## src/rtl/traffic_pkg.sv

```systemverilog
// Shared types and constants for the intersection lamp controller:
// state encoding, lamp bit positions and lamp patterns.
package traffic_pkg;

  typedef enum logic [2:0] {
    NS_GREEN  = 3'd0,
    NS_YELLOW = 3'd1,
    ALLRED_A  = 3'd2,
    EW_GREEN  = 3'd3,
    EW_YELLOW = 3'd4,
    ALLRED_B  = 3'd5,
    FLASH     = 3'd6
  } state_e;

  localparam int unsigned LI_NS_G = 5;
  localparam int unsigned LI_NS_Y = 4;
  localparam int unsigned LI_NS_R = 3;
  localparam int unsigned LI_EW_G = 2;
  localparam int unsigned LI_EW_Y = 1;
  localparam int unsigned LI_EW_R = 0;

  localparam logic [5:0] LAMP_NS_GREEN  = 6'b100001;
  localparam logic [5:0] LAMP_NS_YELLOW = 6'b010001;
  localparam logic [5:0] LAMP_EW_GREEN  = 6'b001100;
  localparam logic [5:0] LAMP_EW_YELLOW = 6'b001010;
  localparam logic [5:0] LAMP_ALLRED    = 6'b001001;
  localparam logic [5:0] LAMP_FLASH_ON  = 6'b010010;
  localparam logic [5:0] LAMP_OFF       = 6'b000000;

  function automatic int max_int(input int a, input int b);
    return (a > b) ? a : b;
  endfunction

endpackage

```

## src/rtl/phase_timer.sv

```systemverilog
// Loadable down-counter that parks at zero; zero flags the last cycle of a dwell.
module phase_timer #(
  parameter int           W       = 4,
  parameter logic [W-1:0] RST_VAL = '0
) (
  input  logic         clk,
  input  logic         rst_n,
  input  logic         load,
  input  logic [W-1:0] load_val,
  output logic [W-1:0] count,
  output logic         zero
);

  assign zero = (count == '0);

  always_ff @(posedge clk or negedge rst_n) begin
    if (!rst_n)     count <= RST_VAL;
    else if (load)  count <= load_val;
    else if (!zero) count <= count - 1'b1;
  end

endmodule

```

## src/rtl/traffic_light_ctrl.sv

```systemverilog
// Two-road traffic light Moore FSM with dwell timers, all-red clearance,
// pedestrian early green end and night flashing-yellow mode.
module traffic_light_ctrl
  import traffic_pkg::*;
#(
  parameter int GREEN_CYC      = 8,
  parameter int YELLOW_CYC     = 3,
  parameter int ALLRED_CYC     = 2,
  parameter int MIN_GREEN_CYC  = 4,
  parameter int FLASH_HALF_CYC = 2
) (
  input  logic       i_clk,
  input  logic       i_rst_n,
  input  logic       i_ped_req,
  input  logic       i_flash,
  output logic [5:0] o_light,
  output logic [2:0] o_phase,
  output logic       o_ped_pending
);

  localparam int MAX_CYC = max_int(max_int(max_int(GREEN_CYC, YELLOW_CYC),
                                           max_int(ALLRED_CYC, MIN_GREEN_CYC)),
                                   FLASH_HALF_CYC);
  localparam int TW = $clog2(MAX_CYC) + 1;

  localparam logic [TW-1:0] G_M1 = TW'(GREEN_CYC - 1);
  localparam logic [TW-1:0] Y_M1 = TW'(YELLOW_CYC - 1);
  localparam logic [TW-1:0] A_M1 = TW'(ALLRED_CYC - 1);
  localparam logic [TW-1:0] F_M1 = TW'(FLASH_HALF_CYC - 1);
  // With MIN == GREEN only the natural timeout can end green.
  localparam bit            EARLY_EN = (GREEN_CYC > MIN_GREEN_CYC);
  localparam logic [TW-1:0] EARLY_TH = EARLY_EN ? TW'(GREEN_CYC - MIN_GREEN_CYC - 1) : '0;

  if (GREEN_CYC < 1 || YELLOW_CYC < 1 || ALLRED_CYC < 1 || FLASH_HALF_CYC < 1 ||
      MIN_GREEN_CYC < 1 || MIN_GREEN_CYC > GREEN_CYC) begin : g_param_check
    $error("traffic_light_ctrl: illegal timing parameters");
  end

  state_e        state, state_nxt;
  logic          blink, blink_nxt;
  logic          ped_pending, ped_nxt;
  logic          tmr_load, tmr_zero, early_ok, is_green;
  logic [TW-1:0] tmr_val, timer;

  function automatic logic [TW-1:0] dwell_m1(input state_e s);
    case (s)
      NS_GREEN, EW_GREEN:   return G_M1;
      NS_YELLOW, EW_YELLOW: return Y_M1;
      ALLRED_A, ALLRED_B:   return A_M1;
      default:              return F_M1;
    endcase
  endfunction

  function automatic state_e succ(input state_e s);
    case (s)
      NS_GREEN:  return NS_YELLOW;
      NS_YELLOW: return ALLRED_A;
      ALLRED_A:  return EW_GREEN;
      EW_GREEN:  return EW_YELLOW;
      EW_YELLOW: return ALLRED_B;
      default:   return NS_GREEN;
    endcase
  endfunction

  phase_timer #(.W(TW), .RST_VAL(G_M1)) u_timer (
    .clk      (i_clk),
    .rst_n    (i_rst_n),
    .load     (tmr_load),
    .load_val (tmr_val),
    .count    (timer),
    .zero     (tmr_zero)
  );

  always_ff @(posedge i_clk or negedge i_rst_n) begin
    if (!i_rst_n) begin
      state       <= NS_GREEN;
      blink       <= 1'b0;
      ped_pending <= 1'b0;
    end else begin
      state       <= state_nxt;
      blink       <= blink_nxt;
      ped_pending <= ped_nxt;
    end
  end

  always_comb begin
    state_nxt = state;
    blink_nxt = blink;
    tmr_load  = 1'b0;
    tmr_val   = '0;
    is_green  = (state == NS_GREEN) || (state == EW_GREEN);
    early_ok  = tmr_zero || (EARLY_EN && (timer <= EARLY_TH));
    if (i_flash) begin
      if (state != FLASH) begin
        state_nxt = FLASH;
        blink_nxt = 1'b1;
        tmr_load  = 1'b1;
        tmr_val   = F_M1;
      end else if (tmr_zero) begin
        blink_nxt = ~blink;
        tmr_load  = 1'b1;
        tmr_val   = F_M1;
      end
    end else if (state == FLASH) begin
      state_nxt = ALLRED_B;
      blink_nxt = 1'b0;
      tmr_load  = 1'b1;
      tmr_val   = A_M1;
    end else if (tmr_zero || (is_green && ped_pending && early_ok)) begin
      state_nxt = succ(state);
      tmr_load  = 1'b1;
      tmr_val   = dwell_m1(state_nxt);
    end
    // A new request on the all-red entry edge survives the clear.
    ped_nxt = i_ped_req | (ped_pending &
              ~((state_nxt != state) && (state_nxt == ALLRED_A || state_nxt == ALLRED_B)));
  end

  always_comb begin
    o_light = LAMP_ALLRED;
    case (state)
      NS_GREEN:  o_light = LAMP_NS_GREEN;
      NS_YELLOW: o_light = LAMP_NS_YELLOW;
      EW_GREEN:  o_light = LAMP_EW_GREEN;
      EW_YELLOW: o_light = LAMP_EW_YELLOW;
      FLASH:     o_light = blink ? LAMP_FLASH_ON : LAMP_OFF;
      default:   o_light = LAMP_ALLRED;
    endcase
  end

  assign o_phase       = state;
  assign o_ped_pending = ped_pending;

endmodule

```

## config.mk

```make
export PLATFORM = sky130hd
export DESIGN_NAME = traffic_light_ctrl
export DESIGN_NICKNAME = d
export VERILOG_FILES = /design/src/rtl/traffic_pkg.sv /design/src/rtl/phase_timer.sv /design/src/rtl/traffic_light_ctrl.sv
export SDC_FILE = /design/constraint.sdc
export NUM_CORES = 1
export LEC_CHECK = 0
export ABC_AREA = 1
export CAP_MARGIN = 10
export CORE_MARGIN = 2
export CORE_UTILIZATION = 47
export CTS_CLUSTER_SIZE = 30
export DETAILED_ROUTE_END_ITERATION = 12
export PLACE_DENSITY = 0.75
export SYNTH_ARGS = -nofsm -noshare
export SYNTH_HDL_FRONTEND = slang
export SYNTH_SLANG_ARGS = --single-unit
export TNS_END_PERCENT = 50
```

## constraint.sdc

```tcl
create_clock -name i_clk -period 2.1 [get_ports i_clk]
set_input_delay 0.315 -clock i_clk [delete_from_list [all_inputs] [get_ports i_clk]]
set_output_delay 0.315 -clock i_clk [all_outputs]
set_load 0.005 [all_outputs]
```

==> key figures <==
Synthesis
  – Count leader, synth: nand2_1
  – Synth Flop Type: dfrtp_1
  – Top post-synthesis cells by count: nand2_1 (16), inv_1 (13), nand3_1 (11)
  – Register area share after synthesis: 0.363
  – Synthesized net count: 89
  – Share of the synthesized area in the top cell type: 0.238
  – Ys Warns: 0
  – Number of synthesized register bits: 9
  – Post-synth cell types: 23
  – Post-synth ARST share: 1.00
  – Top cells by area, synth: dfrtp_1 (24%), dfstp_2 (13%), nand2_1 (9.5%)
  – Post-synth EDFFs: 0
  – Area leader, netlist: dfrtp_1
  – Syn Inst Count: 84
  – Syn Area/Cell: 7.51 um^2
  – Post-Syn Area: 631 um^2

Clocking
  – CTS root buf: clkbuf_4
  – CTS tree: done
  – Clock slew at reported path FFs: 0.06 ns
  – Cts bufs inserted: 3
  – Clock Path Buffers: 2
  – Clock Sinks: 9
  – Post-CTS Setup Bufs: 0
  – Clk Latency, worst-skew pair: 0.25 ns
  – H-tree Lvls: 1
  – CTS Hold Bufs: 0

Power
  – Pleak: 0.000422 uW
  – Peak VDD IR: 818 uV
  – Total power: 1340 uW
  – Pwr Density: 1660 mW/mm^2

Route
  – Antenna-violating nets left: 0
  – DR iter-0 viols: 4
  – Number of vias per cell: 5.12
  – Remaining DRCs: 0
  – Final WL: 1340 um
  – Via count: 594
  – DR WL/cell: 11.6 um
  – Router iterations before antenna repair: 3

STA
  – Period Utilization, post-route: 0.961
  – Final Hold Fails: 0
  – Setup TNS: 0 ns
  – Worst Tran Pin Value: 0.389 ns
  – Setup Viol. Count Final: 0
  – Final worst slack: 0.0828 ns
  – Period minus WS final: 2.02 ns
  – Worst Clk Skew: 0.00187 ns
  – RSZ-0062 raised after global routing: true
  – Peak Freq: 496 MHz
  – Final Max Tran Viols: 0
  – Headroom to the max-slew limit: 0.740

Global route
  – M2 GR Usage: 0.313
  – Met3 usage: 0.0326
  – Grt total ovfl: 0
  – Pin count of the biggest net entering global routing: 10
  – Gr usage total: 0.202
  – Vias in the first global route: 501
  – Grt met1 use: 0.262
  – First-pass GRT wire length: 2120 um
  – Most Crowded Layer GR: met2
  – Initial antenna violation count: 0

Floorplanning
  – Die area: 0.00165 mm^2
  – Boundary Pins: 14
  – Core area: 0.00127 mm^2
  – Die Span Y: 40.6 um
  – Starting Density: 0.497
  – Die X: 40.6 um
  – Core Rows: 13

Critical path
  – Setup Crit Path Kind: reg -> out
  – Slowest cell on crit path: clkdlybuf4s50_1
  – Worst r2r src: u_timer.count[0]
  – Crit-path cells: inv_2, nand3_2, nor2_2, inv_1, nand2_1, clkdlybuf4s50_1
  – CP Data Required Time: 1.78 ns
  – Worst setup SP type: flip-flop
  – Crit path max fanout: 7
  – Reg2Reg Depth: 7
  – Data arrival, critical path: 1.70 ns
  – R2r setup slk: 0.42 ns
  – Setup crit end: o_light[1]
  – CP startpoint: o_phase[0]
  – Largest stage delay, worst path: 0.50 ns
  – Worst Setup End Kind: output port
  – Critical R2R Capture: u_timer.count[1]

Run
  – Max Cap Viol: 0

Place
  – Routability cong.: 0.766
  – DP HPWL: 1110 um
  – Dpl ws: 0.286 ns
  – Buffers added on ports: 13

Finish
  – Nets: 107
  – Share of layout cells above drive strength 1: 0.238
  – Layout area overhead: 28.6%
  – Ant diodes: 0
  – Final core occ: 0.639

Min path
  – Worst min path class: in -> async

Run status
  – Status: finished, final reports clean
==> metal layers <==
layer,up-vias,part of all wire
li1,304,-
met2,10,0.50
met1,278,0.47
met4,0,0.010
met3,2,0.025
met5,-,0
==> report_power, final <==
part / switching, uW / total, uW / internal (uW) / leakage (uW)
logic: 452 / 851 / 399 / 0.000311
registers: 94.7 / 366 / 271 / 0.0000968
clock network: 54.5 / 127 / 72.8 / 0.0000150
total: 601 / 1340 / 744 / 0.000422
==> cell type report <==
type,count,area [um^2]
inverters,17,63.8
well taps,15,18.8
repair buffers,13,130
clock buffers,4,26.3
flip-flops and latches,9,231
fillers,116,458
multi-input cells,58,340
==> worst min-delay path by stage <==
stage                            end  cells past startpoint  slack [ns]           from
global placement       o_ped_pending                      2        0.53  o_ped_pending
global route        u_timer.count[3]                      1        0.37        i_rst_n
finish              u_timer.count[3]                      1        0.35        i_rst_n
CTS                       o_phase[2]                      1        0.35        i_rst_n
floorplan                      blink                      0        0.02        i_rst_n
detailed placement     o_ped_pending                      2        0.54  o_ped_pending
==> kinds of logic (layout without fill, tap and decap cells) <==
| kind of cell | count (synthesis) | in the layout | share of synthesized area |
|---|---|---|---|
| and+or+nand+nor | 45 | 45 | 0.375 |
| AOI/OAI and AO/OA | 10 | 10 | 0.113 |
| xor gates and xnor gates | 2 | 2 | 0.0278 |
| adders and majority gates | 1 | 1 | 0.0198 |
| DFF | 9 | 9 | 0.363 |
| buffers and inverters | 17 | 34 | 0.101 |
==> state kept, by name (all words and copies together) (netlist names) <==
name / cells
u_timer.count: 4
o_phase: 3
blink: 1
o_ped_pending: 1
==> repair_timing <==
| action | 4_1_cts | 5_1_grt |
|---|---|---|
| resized for setup | 0 | 3 |
| hold endpoints to repair | 0 | 0 |
| endpoints found under the setup margin | 0 | 3 |
==> worst max-delay path, delay by kind of cell (launching register included) <==
| family | cells | cell delay [ns] |
|---|---|---|
| buffers and inverters | 3 | 0.68 |
| DFF | 1 | 0.46 |
| and+or+nand+nor | 3 | 0.32 |
==> metrics by stage <==
stage	hold slack, ns	instance area [um^2]	cells
floorplan	0.0194	631	84
detailed placement	0.536	779	112
CTS	0.355	806	116
global placement	0.533	779	112
finish	0.351	811	116
global route	0.373	811	116
==> placed cells by master (no fill, tap or decap), drive strengths merged <==
master	synthesis	final
nand2	21	21
xnor2	1	1
clkinv	1	1
dfstp	3	3
a22oi	1	1
ha	1	1
nor3b	1	1
o21ai	4	4
clkdlybuf4s50	0	13
clkbuf	0	4
xor2	1	1
a21oi	4	4
dfrtp	6	6
nand3	14	14
nor3	1	1
inv	16	16
nor2	8	8
o2111ai	1	1
Power figures use the tool's default switching activity.
